==> src/rtl/weight_fifo_loader_if.sv <==
// Host row stream and weight-FIFO write port seen by the weight FIFO loader.
// The loader takes the slave side; the host/bench drives the master side.
interface weight_fifo_loader_if #(
  parameter int WEIGHT_BW   = 8,
  parameter int MATRIX_SIZE = 8,
  parameter int NUM_PE_ROWS = 8
);
  localparam int ROW_W  = WEIGHT_BW * MATRIX_SIZE;
  localparam int TILE_W = ROW_W * NUM_PE_ROWS;

  logic              in_valid;
  logic              in_ready;
  logic [ROW_W-1:0]  in_data;
  logic              fifo_full;
  logic              fifo_write_enable;
  logic [TILE_W-1:0] fifo_data_in;

  modport slave (
    input  in_valid, in_data, fifo_full,
    output in_ready, fifo_write_enable, fifo_data_in
  );

  modport master (
    output in_valid, in_data, fifo_full,
    input  in_ready, fifo_write_enable, fifo_data_in
  );
endinterface

==> src/rtl/weight_fifo_loader.sv <==
// Packs NUM_PE_ROWS host weight rows into one tile and writes it to the weight
// FIFO with a single strobe, waiting while the FIFO reports full.
module weight_fifo_loader #(
  parameter int WEIGHT_BW   = 8,
  parameter int MATRIX_SIZE = 8,
  parameter int NUM_PE_ROWS = 8,
  parameter int CNT_BW      = 8
) (
  input  logic                    clk,
  input  logic                    rstn,
  weight_fifo_loader_if.slave     bus,
  input  logic                    flush,
  output logic                    busy,
  output logic [CNT_BW-1:0]       tile_count
);
  localparam int ROW_W  = WEIGHT_BW * MATRIX_SIZE;
  localparam int TILE_W = ROW_W * NUM_PE_ROWS;
  localparam int BC_W   = (NUM_PE_ROWS > 1) ? $clog2(NUM_PE_ROWS) : 1;
  localparam logic [BC_W-1:0] LAST_BEAT = BC_W'(NUM_PE_ROWS - 1);

  typedef enum logic {FILL, PUSH} state_t;

  state_t            state, state_nxt;
  logic [BC_W-1:0]   beat_cnt, beat_cnt_nxt;
  logic [TILE_W-1:0] tile;
  logic              xfer;
  logic              wr_strobe;

  always_comb begin
    state_nxt    = state;
    beat_cnt_nxt = beat_cnt;
    bus.in_ready = (state == FILL) && !flush;
    wr_strobe    = (state == PUSH) && !bus.fifo_full && !flush;
    xfer         = bus.in_valid && bus.in_ready;
    if (flush) begin
      state_nxt    = FILL;
      beat_cnt_nxt = '0;
    end else begin
      case (state)
        FILL: if (xfer) begin
          if (beat_cnt == LAST_BEAT) begin
            beat_cnt_nxt = '0;
            state_nxt    = PUSH;
          end else begin
            beat_cnt_nxt = beat_cnt + BC_W'(1);
          end
        end
        PUSH: if (wr_strobe) state_nxt = FILL;
        default: state_nxt = FILL;
      endcase
    end
  end

  always_ff @(posedge clk or negedge rstn) begin
    if (!rstn) begin
      state      <= FILL;
      beat_cnt   <= '0;
      tile_count <= '0;
    end else begin
      state    <= state_nxt;
      beat_cnt <= beat_cnt_nxt;
      if (wr_strobe) tile_count <= tile_count + CNT_BW'(1);
    end
  end

  // Row r is only written by the beat that lands in slot r; slots are never
  // cleared between tiles because every slot is rewritten before the next push.
  for (genvar r = 0; r < NUM_PE_ROWS; r++) begin : g_row
    always_ff @(posedge clk or negedge rstn) begin
      if (!rstn) begin
        tile[r*ROW_W +: ROW_W] <= '0;
      end else if (xfer && (beat_cnt == BC_W'(r))) begin
        tile[r*ROW_W +: ROW_W] <= bus.in_data;
      end
    end
  end

  assign bus.fifo_data_in      = tile;
  assign bus.fifo_write_enable = wr_strobe;
  assign busy                  = (state == PUSH) || (beat_cnt != '0);
endmodule

==> src/flat_wrapper.sv <==
// flat-port wrapper written by rule: the top's interface ports become plain ports
module weight_fifo_loader_flat 
#(
  parameter int WEIGHT_BW   = 8,
  parameter int MATRIX_SIZE = 8,
  parameter int NUM_PE_ROWS = 8,
  parameter int CNT_BW      = 8
)
  (clk, rstn, flush, busy, tile_count, bus_in_valid, bus_in_data, bus_fifo_full, bus_in_ready, bus_fifo_write_enable, bus_fifo_data_in);
  weight_fifo_loader_if #(.WEIGHT_BW(WEIGHT_BW), .MATRIX_SIZE(MATRIX_SIZE), .NUM_PE_ROWS(NUM_PE_ROWS)) bus_i ();
  input  logic clk;
  input  logic rstn;
  input  logic flush;
  output logic busy;
  output logic [CNT_BW-1:0] tile_count;
  input wire logic [$bits(bus_i.in_valid)-1:0] bus_in_valid;
  input wire logic [$bits(bus_i.in_data)-1:0] bus_in_data;
  input wire logic [$bits(bus_i.fifo_full)-1:0] bus_fifo_full;
  output wire logic [$bits(bus_i.in_ready)-1:0] bus_in_ready;
  output wire logic [$bits(bus_i.fifo_write_enable)-1:0] bus_fifo_write_enable;
  output wire logic [$bits(bus_i.fifo_data_in)-1:0] bus_fifo_data_in;
  assign bus_i.in_valid = bus_in_valid;
  assign bus_i.in_data = bus_in_data;
  assign bus_i.fifo_full = bus_fifo_full;
  assign bus_in_ready = bus_i.in_ready;
  assign bus_fifo_write_enable = bus_i.fifo_write_enable;
  assign bus_fifo_data_in = bus_i.fifo_data_in;
  weight_fifo_loader #(.WEIGHT_BW(WEIGHT_BW), .MATRIX_SIZE(MATRIX_SIZE), .NUM_PE_ROWS(NUM_PE_ROWS), .CNT_BW(CNT_BW)) u_core (.clk(clk), .rstn(rstn), .bus(bus_i), .flush(flush), .busy(busy), .tile_count(tile_count));
endmodule
==> config.mk <==
export PLATFORM = sky130hd
export DESIGN_NAME = weight_fifo_loader_flat
export DESIGN_NICKNAME = d
export VERILOG_FILES = /design/src/rtl/weight_fifo_loader_if.sv /design/src/rtl/weight_fifo_loader.sv /design/src/flat_wrapper.sv
export SDC_FILE = /design/constraint.sdc
export NUM_CORES = 1
export LEC_CHECK = 0
export BUFFER_PORTS_ARGS = -buffer_cell sky130_fd_sc_hd__buf_2
export CAP_MARGIN = 25
export CORE_AREA = 2 2 232 234
export DETAILED_ROUTE_END_ITERATION = 7
export DIE_AREA = 0 0 234 236
export RECOVER_POWER = 25
export SYNTH_ARGS = -nofsm -noshare
export SYNTH_HDL_FRONTEND = slang
export SYNTH_SLANG_ARGS = --single-unit
==> constraint.sdc <==
create_clock -name clk -period 5 [get_ports clk]
set_input_delay 0 -clock clk [delete_from_list [all_inputs] [get_ports clk]]
set_output_delay 0 -clock clk [all_outputs]
set_load 0.01 [all_outputs]
# ---- Word level (Yosys, flattened, before mapping)
# Index checks and enable logic that the tools add are counted.
dict set report totals {
  register_bits 524
  latchBits 0
  ramBits 0
  mem_bits_ro 0
  in_bits 69
  elab_cells 50
  mem_count 0
}
dict set report classes {
  add_sub_neg 2
  multipliers 0
  div_mod_pow 0
  order_cmp 0
  n_eq_ne 8
  shifts 0
  mux 9
  bitwise 1
  n_reduce_logical 19
}
# operator count
set ops {}
lappend ops {{3-bit equality test, second input constant} 4}
lappend ops {{1-bit logical AND} 12}
lappend ops {{3-bit two-way mux} 4}
lappend ops {{8-bit by 1-bit adder with 8-bit output, second input constant} 1}
lappend ops {{3-bit by 2-bit equality test with 1-bit output, second input constant} 2}
lappend ops {{1-bit two-way mux} 4}
lappend ops {{3-bit by 1-bit adder with 3-bit output, second input constant} 1}
lappend ops {{3-bit by 1-bit equality test with 1-bit output, second input constant} 1}
lappend ops {{3-bit zero test} 1}
lappend ops {{3-bit nonzero test} 1}
lappend ops {{1-bit zero test} 2}
lappend ops {{2-bit != test, second input constant} 1}
lappend ops {{1-bit case mux with 2 select lines} 1}
lappend ops {{2-bit AND reduction} 1}
lappend ops {{2-bit nonzero test} 1}
lappend ops {{1-bit logical OR} 1}
lappend ops {{1-bit NOT} 1}

# ---- Logic depth before layout (Yosys ltp)
# Gate-level depths: netlist of the first run.
dict set report logic_depth {
  word_depth 6
  ltp_mapped 6
  depth_no_buf 5
}

# ---- Least setup slack after synthesis of the first run
# No wires, ideal clock.
dict set report synth_timing {
  kind {register -> register}
  startpoint {register u_core.beat_cnt[0]}
  endpoint {register u_core.tile[131], in the netlist u_core.bus.fifo_data_in[131]}
  arrival_time_ns 1.508
  required_ns 4.875
  path_slack_ns 3.367
  stages_incl_launch_ff 7
  path_buffers 2
  cell_sequence {dfrtp_1 inv_1 ha_1 and4_1 buf_2 buf_4 mux2_2}
}
dict set report synth_between {
  elab_chain_len 2
}
# item line
set synth_lines {}
lappend synth_lines {{from (decl)} weight_fifo_loader.sv:24} ;# logic [BC_W-1:0] beat_cnt, beat_cnt_nxt;
lappend synth_lines {{from (signal assigned)} weight_fifo_loader.sv:61} ;# beat_cnt <= beat_cnt_nxt;
lappend synth_lines {{3-bit by 2-bit equality test with 1-bit output} weight_fifo_loader.sv:72} ;# end else if (xfer && (beat_cnt == BC_W'(r))) begin
lappend synth_lines {{1-bit logical AND} weight_fifo_loader.sv:72}
lappend synth_lines {{to (signal, indexed assignment)} weight_fifo_loader.sv:73} ;# tile[r*ROW_W +: ROW_W] <= bus.in_data;
lappend synth_lines {{to (decl)} weight_fifo_loader.sv:25} ;# logic [TILE_W-1:0] tile;
# No other way between the ends.
# A chain may end at the register's enable or synchronous reset.

==> results by group, run 1 <==
STA
  – Fmax: 364.8 MHz
  – Final period util: 54.82%
  – Crit path time final: around 2.7 ns
  – Final hold viol count: 0
  – Fin. max-slew vios: 46
  – Relative slew slack: -56.49%
  – Setup TNS: 0 ns
  – RSZ-0062 raised after global routing: false
  – Final setup skew: around 0.01 ns
  – Endpoints failing setup: 0
  – WHS: 0.2508 ns
  – Tightest Pin Transition: 2.347 ns

Finish
  – Most frequent cells in the layout: buf_2 (590), dfrtp_1 (524), mux2_2 (448), dlygate4sd3_1 (69), mux2_1 (65)
  – # diodes: 0
  – Commonest non-fill, non-tap cell in the layout: buf_2
  – Multi-input gate area: 6183 um^2
  – Fin util: 48.38%
  – Layout cell share with drive strength beyond 1: 61.37%
  – Final Non-Filler Cells: 2547
  – FILL cells: 4664
  – Sequential Area: 13110 um^2
  – Area Overhead vs Synth: 30.30%
  – Final #Nets: 1892

Power
  – Power Density: 472.8 nW/um^2
  – Clock network power share: 32.2%
  – Cell leakage power: 13.43 nW
  – Sequential Power Share: about 46%
  – P_sw: 3.447 mW
  – Sw Share: 28.39%
  – Power Total: 12.14 mW
  – Maximum vdd drop: 0.3343 mV
  – Int Power: 8.693 mW
  – Comb power frac: 22.0%

Clock network
  – # H-tree levels: 2
  – Worst-Skew Late Latency: 0.58 ns
  – CTS max path bufs: 3
  – CTS Buf Count: 55
  – Root buf cell: clkbuf_16
  – Clk slew on worst S/H paths: 0.06 ns
  – CTS tree: built
  – CTS sink cnt: about 520

Synthesis
  – Largest family of logic cells by synthesized area: multiplexers
  – Synth warn: 0
  – Post-Synth XOR/XNOR Area: less than 1%
  – Post-synthesis sequential area ratio: 66.54%
  – Synth cell types: 28
  – Simple-gate area share of the yosys netlist: 0.9905%
  – Post-synthesis compound-gate area fraction: 0.1079%
  – Syn nets: 1216
  – Syn Std Cell Area: 19710 um^2
  – Synth Instances: around 1100
  – Seq cells post-synth: 524
  – Adder-cell share of the synthesized area: 0.4445%
  – Mux cell area share after synthesis: 29.37%
  – Syn Area/Cell: ~17 um^2

GRT
  – Initial antenna violation count: 1
  – Gr ovfl total: 0
  – Largest net degree at the start of global routing: 161
  – Vias in the first global route: 12800
  – Gr usage total: approximately a fifth
  – Global-route wire length before repair: ~83000 um

Critical path
  – Worst-case reg-to-reg path depth: 4
  – Arr. time, crit path: slightly below 3 ns
  – Reg2reg end: u_core.bus.fifo_data_in[327]
  – Critical path class: in2async
  – Setup slack, reg-to-reg: 2.26 ns
  – Crit path launch type: input port
  – FF-to-FF Start: u_core.state
  – Crit. End Element: asynchronous set/reset pin
  – CP Max Fanout: 45
  – WP data required: 5.20 ns

Route
  – Avg WL per Cell: 21.75 um
  – Total number of vias: 12340
  – DRT Wirelength: ~55000 um
  – DR pass1 iterations: 4
  – DRC: 0
  – Routed Antenna Nets: 0
  – Drt initial violations: 479
  – Via/cell ratio: 4.846

Die
  – Die area: 55220 um^2
  – Core ar.: about 53000 um^2
  – Die width: approximately 230 um
  – Top Ports: 592
  – # rows: 85
  – Initial cell density of the core: between 30 and 40%
  – Die H: roughly 240 um

Placed design
  – IO buf count: about 590
  – Placed instance count: 2385
  – Final Wtd Congestion: 0.7973
  – Hpwl dp: approximately 37000 um

Outcome
  – Status: finished, violations left
  – Failing checks: capacitance limit, slew limit

Worst hold path
  – Worst Hold Class: in2reg
  – Hold path depth: 3
  – WHS Endpoint: u_core.state
  – Worst hold start: bus_fifo_full

Run
  – MaxCap Viol Count: 1
power by group through the flow:
stage                     clock (mW)  sequential (mW)  combinational [mW]
final                           3.90             5.56                2.67
after global routing            4.19             5.68                2.87
after CTS                       4.00             5.57                2.73
after detailed placement           0             5.63                2.68
after global placement             0             5.59                2.65
after floorplan                    0             6.04               0.793
final cells by class:
type	count	area share, %
Sequential cell	524	51.07
Clock buffer	84	6.262
Clock inverter	8	0.3606
Timing Repair Buffer	674	14.78
Tap cell	696	3.392
Multi-Input combinational cell	557	24.08
Inverter	4	0.05848
timing repair:
| item | CTS | global route |
|---|---|---|
| buffers inserted | 0 | 0 |
| hold endpoints to repair | 592 | 0 |
| gates resized for setup | 0 | 0 |
| hold buffers | 70 | 0 |
critical path: stages:
cell,delay (ns)
dlygate4sd3_1,0.52
clkbuf_1,0.66
clkbuf_1,1.74
cell usage after synthesis:
cell / n / area share [%]
buf_4: 15 / 0.57
nand2_1: 2 / 0.038
nand4_1: 4 / 0.13
buf_2: 22 / 0.56
a31o_2: 1 / 0.044
ha_1: 7 / 0.44
and2_1: 2 / 0.063
xor2_1: 1 / 0.044
nor3b_2: 2 / 0.13
mux2i_1: 1 / 0.051
nand4_2: 1 / 0.063
and3_1: 3 / 0.095
mux2_1: 65 / 3.7
nand3_2: 1 / 0.051
nand3b_1: 2 / 0.076
a211oi_1: 1 / 0.038
and4_1: 2 / 0.089
buf_6: 18 / 1.0
nor2_1: 3 / 0.057
dfrtp_1: 524 / 67
nand2b_1: 1 / 0.032
nand4_4: 1 / 0.11
xnor2_1: 6 / 0.27
a21oi_1: 1 / 0.025
mux2_2: 448 / 26
nor2b_1: 1 / 0.032
inv_1: 4 / 0.076
nor2_2: 1 / 0.032
metal layers:
layer | GRT usage [%] | up-vias | share of wire (%)
li1 | - | 5392 | -
met1 | 25.19 | 6469 | 41
met2 | 32.86 | 391 | 49
met3 | 5.440 | 92 | 7.2
met4 | 5.658 | 0 | 2.6
met5 | 0 | - | 0
cells by family after synthesis:
logic type / count (synthesis)
XOR/XNOR: 7
flip-flops: 524
AND/OR/NAND/NOR: 26
AO/OA/AOI/OAI: 3
adder cells (fa/ha/maj): 7
buffers and inverters: 59
multiplexers: 514
flip-flops by register name (all words and copies together) (netlist names):
register / flops
u_core.beat_cnt: 3
u_core.bus.fifo_data_in: 512
u_core.state: 1
u_core.tile_count: 8
per-stage QoR:
step	area (um^2)	setup WS [ns]
final	25680	2.259
after global routing	25680	1.639
after CTS	25690	2.219
after detailed placement	23270	2.208
after global placement	23270	2.336
after floorplan	19710	3.367
worst max-delay path by stage:
stage                             startpoint                            to  slack [ns]  depth (start not counted)
after global routing                    rstn  u_core.bus.fifo_data_in[272]        1.64                          3
after global placement          u_core.state  u_core.bus.fifo_data_in[110]        2.34                          4
after CTS                       u_core.state  u_core.bus.fifo_data_in[123]        2.22                          4
after detailed placement        u_core.state  u_core.bus.fifo_data_in[123]        2.21                          4
after floorplan           u_core.beat_cnt[0]  u_core.bus.fifo_data_in[131]        3.37                          6
final                                   rstn  u_core.bus.fifo_data_in[208]        2.26                          3
Note: power is estimated with default switching activity, not from simulation.
==> run 2: changes to the inputs <==
==> constraint.sdc (replaced) <==
create_clock -name clk -period 2.39 [get_ports clk]
set_input_delay 0 -clock clk [delete_from_list [all_inputs] [get_ports clk]]
set_output_delay 0 -clock clk [all_outputs]
set_load 0.01 [all_outputs]
==> results by group, run 2 (synthesis gave the netlist of run 1 again) <==
STA
  – WHS: 0.2797 ns (was 0.2508 ns)
  – Final period util: 86.11%
  – Fin. max-slew vios: 0 (was 46)
  – Fmax: 485.9 MHz
  – Tightest Pin Transition: 1.227 ns (was 2.347 ns)
  – Final critical-path setup slack: 0.3321 ns (was 2.259 ns)
  – Final hold viol count: 0 (unchanged)
  – Crit path time final: between 2 and 2.5 ns
  – RSZ-0062 raised after global routing: false (unchanged)
  – Relative slew slack: 18.22% (was -56.49%)
  – Endpoints failing setup: 0 (unchanged)
  – Setup TNS: 0 ns (unchanged)
  – Final setup skew: 0.009202 ns (was 0.01004 ns)

Route
  – DRC: 0 (unchanged)
  – Routed Antenna Nets: 0 (unchanged)
  – DRT Wirelength: 56430 um (was 55390 um)
  – Avg WL per Cell: 21.96 um (was 21.75 um)
  – Via/cell ratio: 4.810 (was 4.846)
  – DR pass1 iterations: 4 (unchanged)
  – Drt initial violations: 511 (was 479)
  – Total number of vias: 12360 (was 12340)

Critical path
  – Crit path launch type: flip-flop (was input port)
  – WP data required: 2.86 ns (was 5.20 ns)
  – Critical path class: reg2reg (was in2async)
  – Crit. End Element: flip-flop (was asynchronous set/reset pin)
  – Arr. time, crit path: 2.53 ns (was 2.94 ns)
  – CP Max Fanout: 16 (was 45)

Placed design
  – Hpwl dp: 38130 um (was 36640 um)
  – Placed instance count: 2398 (was 2385)
  – Placed cell areas: 23580 um^2 (was 23270 um^2)
  – Dpl ws: 0.3951 ns (was 2.208 ns)
  – Final Wtd Congestion: 0.7756 (was 0.7973)
  – IO buf count: 591 (unchanged)

Clock network
  – Post-CTS Setup Inserts: 0 (unchanged)
  – CTS max path bufs: 3 (unchanged)
  – Worst-Skew Late Latency: 0.59 ns (was 0.58 ns)
  – # H-tree levels: 2 (unchanged)
  – Clk slew on worst S/H paths: 0.06 ns (about the same)
  – CTS Buf Count: 57 (was 55)
  – Post-CTS Resized: 0 (unchanged)
  – CTS tree: built (unchanged)
  – Root buf cell: clkbuf_16 (unchanged)
  – CTS sink cnt: 524 (unchanged)

Power
  – Power Density: 993.4 nW/um^2 (was 472.8 nW/um^2)
  – Maximum vdd drop: 0.6274 mV (was 0.3343 mV)
  – Cell leakage power: 13.65 nW (was 13.43 nW)

Die
  – # rows: 85 (unchanged)
  – Top Ports: 592 (unchanged)
  – Initial cell density of the core: 37.13% (unchanged)
  – Die width: 234 um (unchanged)
  – Die H: 236 um (unchanged)
  – Core ar.: 53070 um^2 (unchanged)
  – Die area: 55220 um^2 (unchanged)

GRT
  – Gr busiest metal: met2 (unchanged)
  – Initial antenna violation count: 0 (was 1)
  – Vias in the first global route: 13220 (was 12800)
  – Gr usage total: 20.29% (was 19.77%)
  – Global-route wire length before repair: 84560 um (was 82560 um)
  – Largest net degree at the start of global routing: 106 (was 161)
  – Met1 Resource Use GR: 26.23% (was 25.19%)
  – M2 GR Usage: 33.26% (was 32.86%)
  – Gr ovfl total: 0 (unchanged)
  – Met3 global-route usage: 5.392% (was 5.440%)

Finish
  – Largest register FFs: 512 (unchanged)
  – Layout cell share with drive strength beyond 1: 62.09% (was 61.37%)
  – Final Non-Filler Cells: 2570 (was 2547)
  – Final #Nets: 1908 (was 1892)
  – FILL cells: 4640 (was 4664)
  – Fin area: 26110 um^2 (was 25680 um^2)
  – Area Overhead vs Synth: 32.49% (was 30.30%)
  – Most frequent cells in the layout: buf_2 (590), dfrtp_1 (524), mux2_2 (448), dlygate4sd3_1 (70), mux2_1 (65) (was buf_2 (590), dfrtp_1 (524), mux2_2 (448), dlygate4sd3_1 (69), mux2_1 (65))
  – Commonest non-fill, non-tap cell in the layout: buf_2 (unchanged)

Outcome
  – Status: finished, final reports clean (was finished, violations left)

Worst hold path
  – Worst Hold Class: in2reg (unchanged)

Run
  – MaxCap Viol Count: 0 (was 1)
## run 2: path summary, 6_finish.rpt
| kind | from | end | slack [ns] | cells past startpoint |
|---|---|---|---|---|
| min in group asynchronous | rstn | u_core.bus.fifo_data_in[360] | 0.89 | 3 |
| worst min-delay path | bus_in_data[51] | u_core.bus.fifo_data_in[115] | 0.28 | 3 |
| worst max register to register | u_core.beat_cnt[0] | u_core.state | 0.33 | 5 |
| worst max-delay path | u_core.beat_cnt[0] | u_core.state | 0.33 | 5 |
| worst min register to register | u_core.tile_count[7] | u_core.tile_count[7] | 0.47 | 1 |
| max in group asynchronous | rstn | u_core.bus.fifo_data_in[297] | 0.55 | 3 |
## run 2: layout make-up
type	count	area, um^2	area share [%]
Clock inverter	17	191.4	0.7333
Inverter	4	15.01	0.05751
Tap cell	696	870.8	3.336
Sequential cell	524	13110	50.23
Clock buffer	83	1664	6.374
Antenna cell	1	2.502	0.009585
Multi-Input combinational cell	557	6183	23.68
Timing Repair Buffer	688	4068	15.58
## run 2: per-stage QoR
step	power, mW	util, %
floorplan	14.30	-
global placement	17.24	44.44
detailed placement	17.41	44.44
CTS	26.27	49.31
global route	27.17	49.19
finish	25.94	49.19
## run 2: worst max-delay path: stages, from the launching register on
cell and delay, ns:
dfrtp_1 0.42, ha_1 0.26, ha_1 0.23, and2_4 0.24, a31o_2 0.24, dlygate4sd3_1 0.55
## run 2: repair_timing
action / 4_1_cts / 5_1_grt
hold buffers: 71 / 0
endpoints found under the setup margin: 0 / 0
endpoints found under the hold margin: 1012 / 0
## run 2: routing by layer
layer	wire (um)	share of wire, %	up-vias
li1	-	-	5441
met5	0	0	-
met2	27080	48	373
met1	24000	43	6448
met3	3676	6.5	99
met4	1671	3.0	0
## run 2: power by group
| group | internal [mW] | switching (mW) | leakage (nW) | total (mW) |
|---|---|---|---|---|
| combinational | 2.68 | 2.92 | 5.94 | 5.60 |
| sequential | 10.7 | 0.917 | 6.78 | 11.6 |
| clock | 5.21 | 3.47 | 0.921 | 8.69 |
| total | 18.6 | 7.31 | 13.6 | 25.9 |
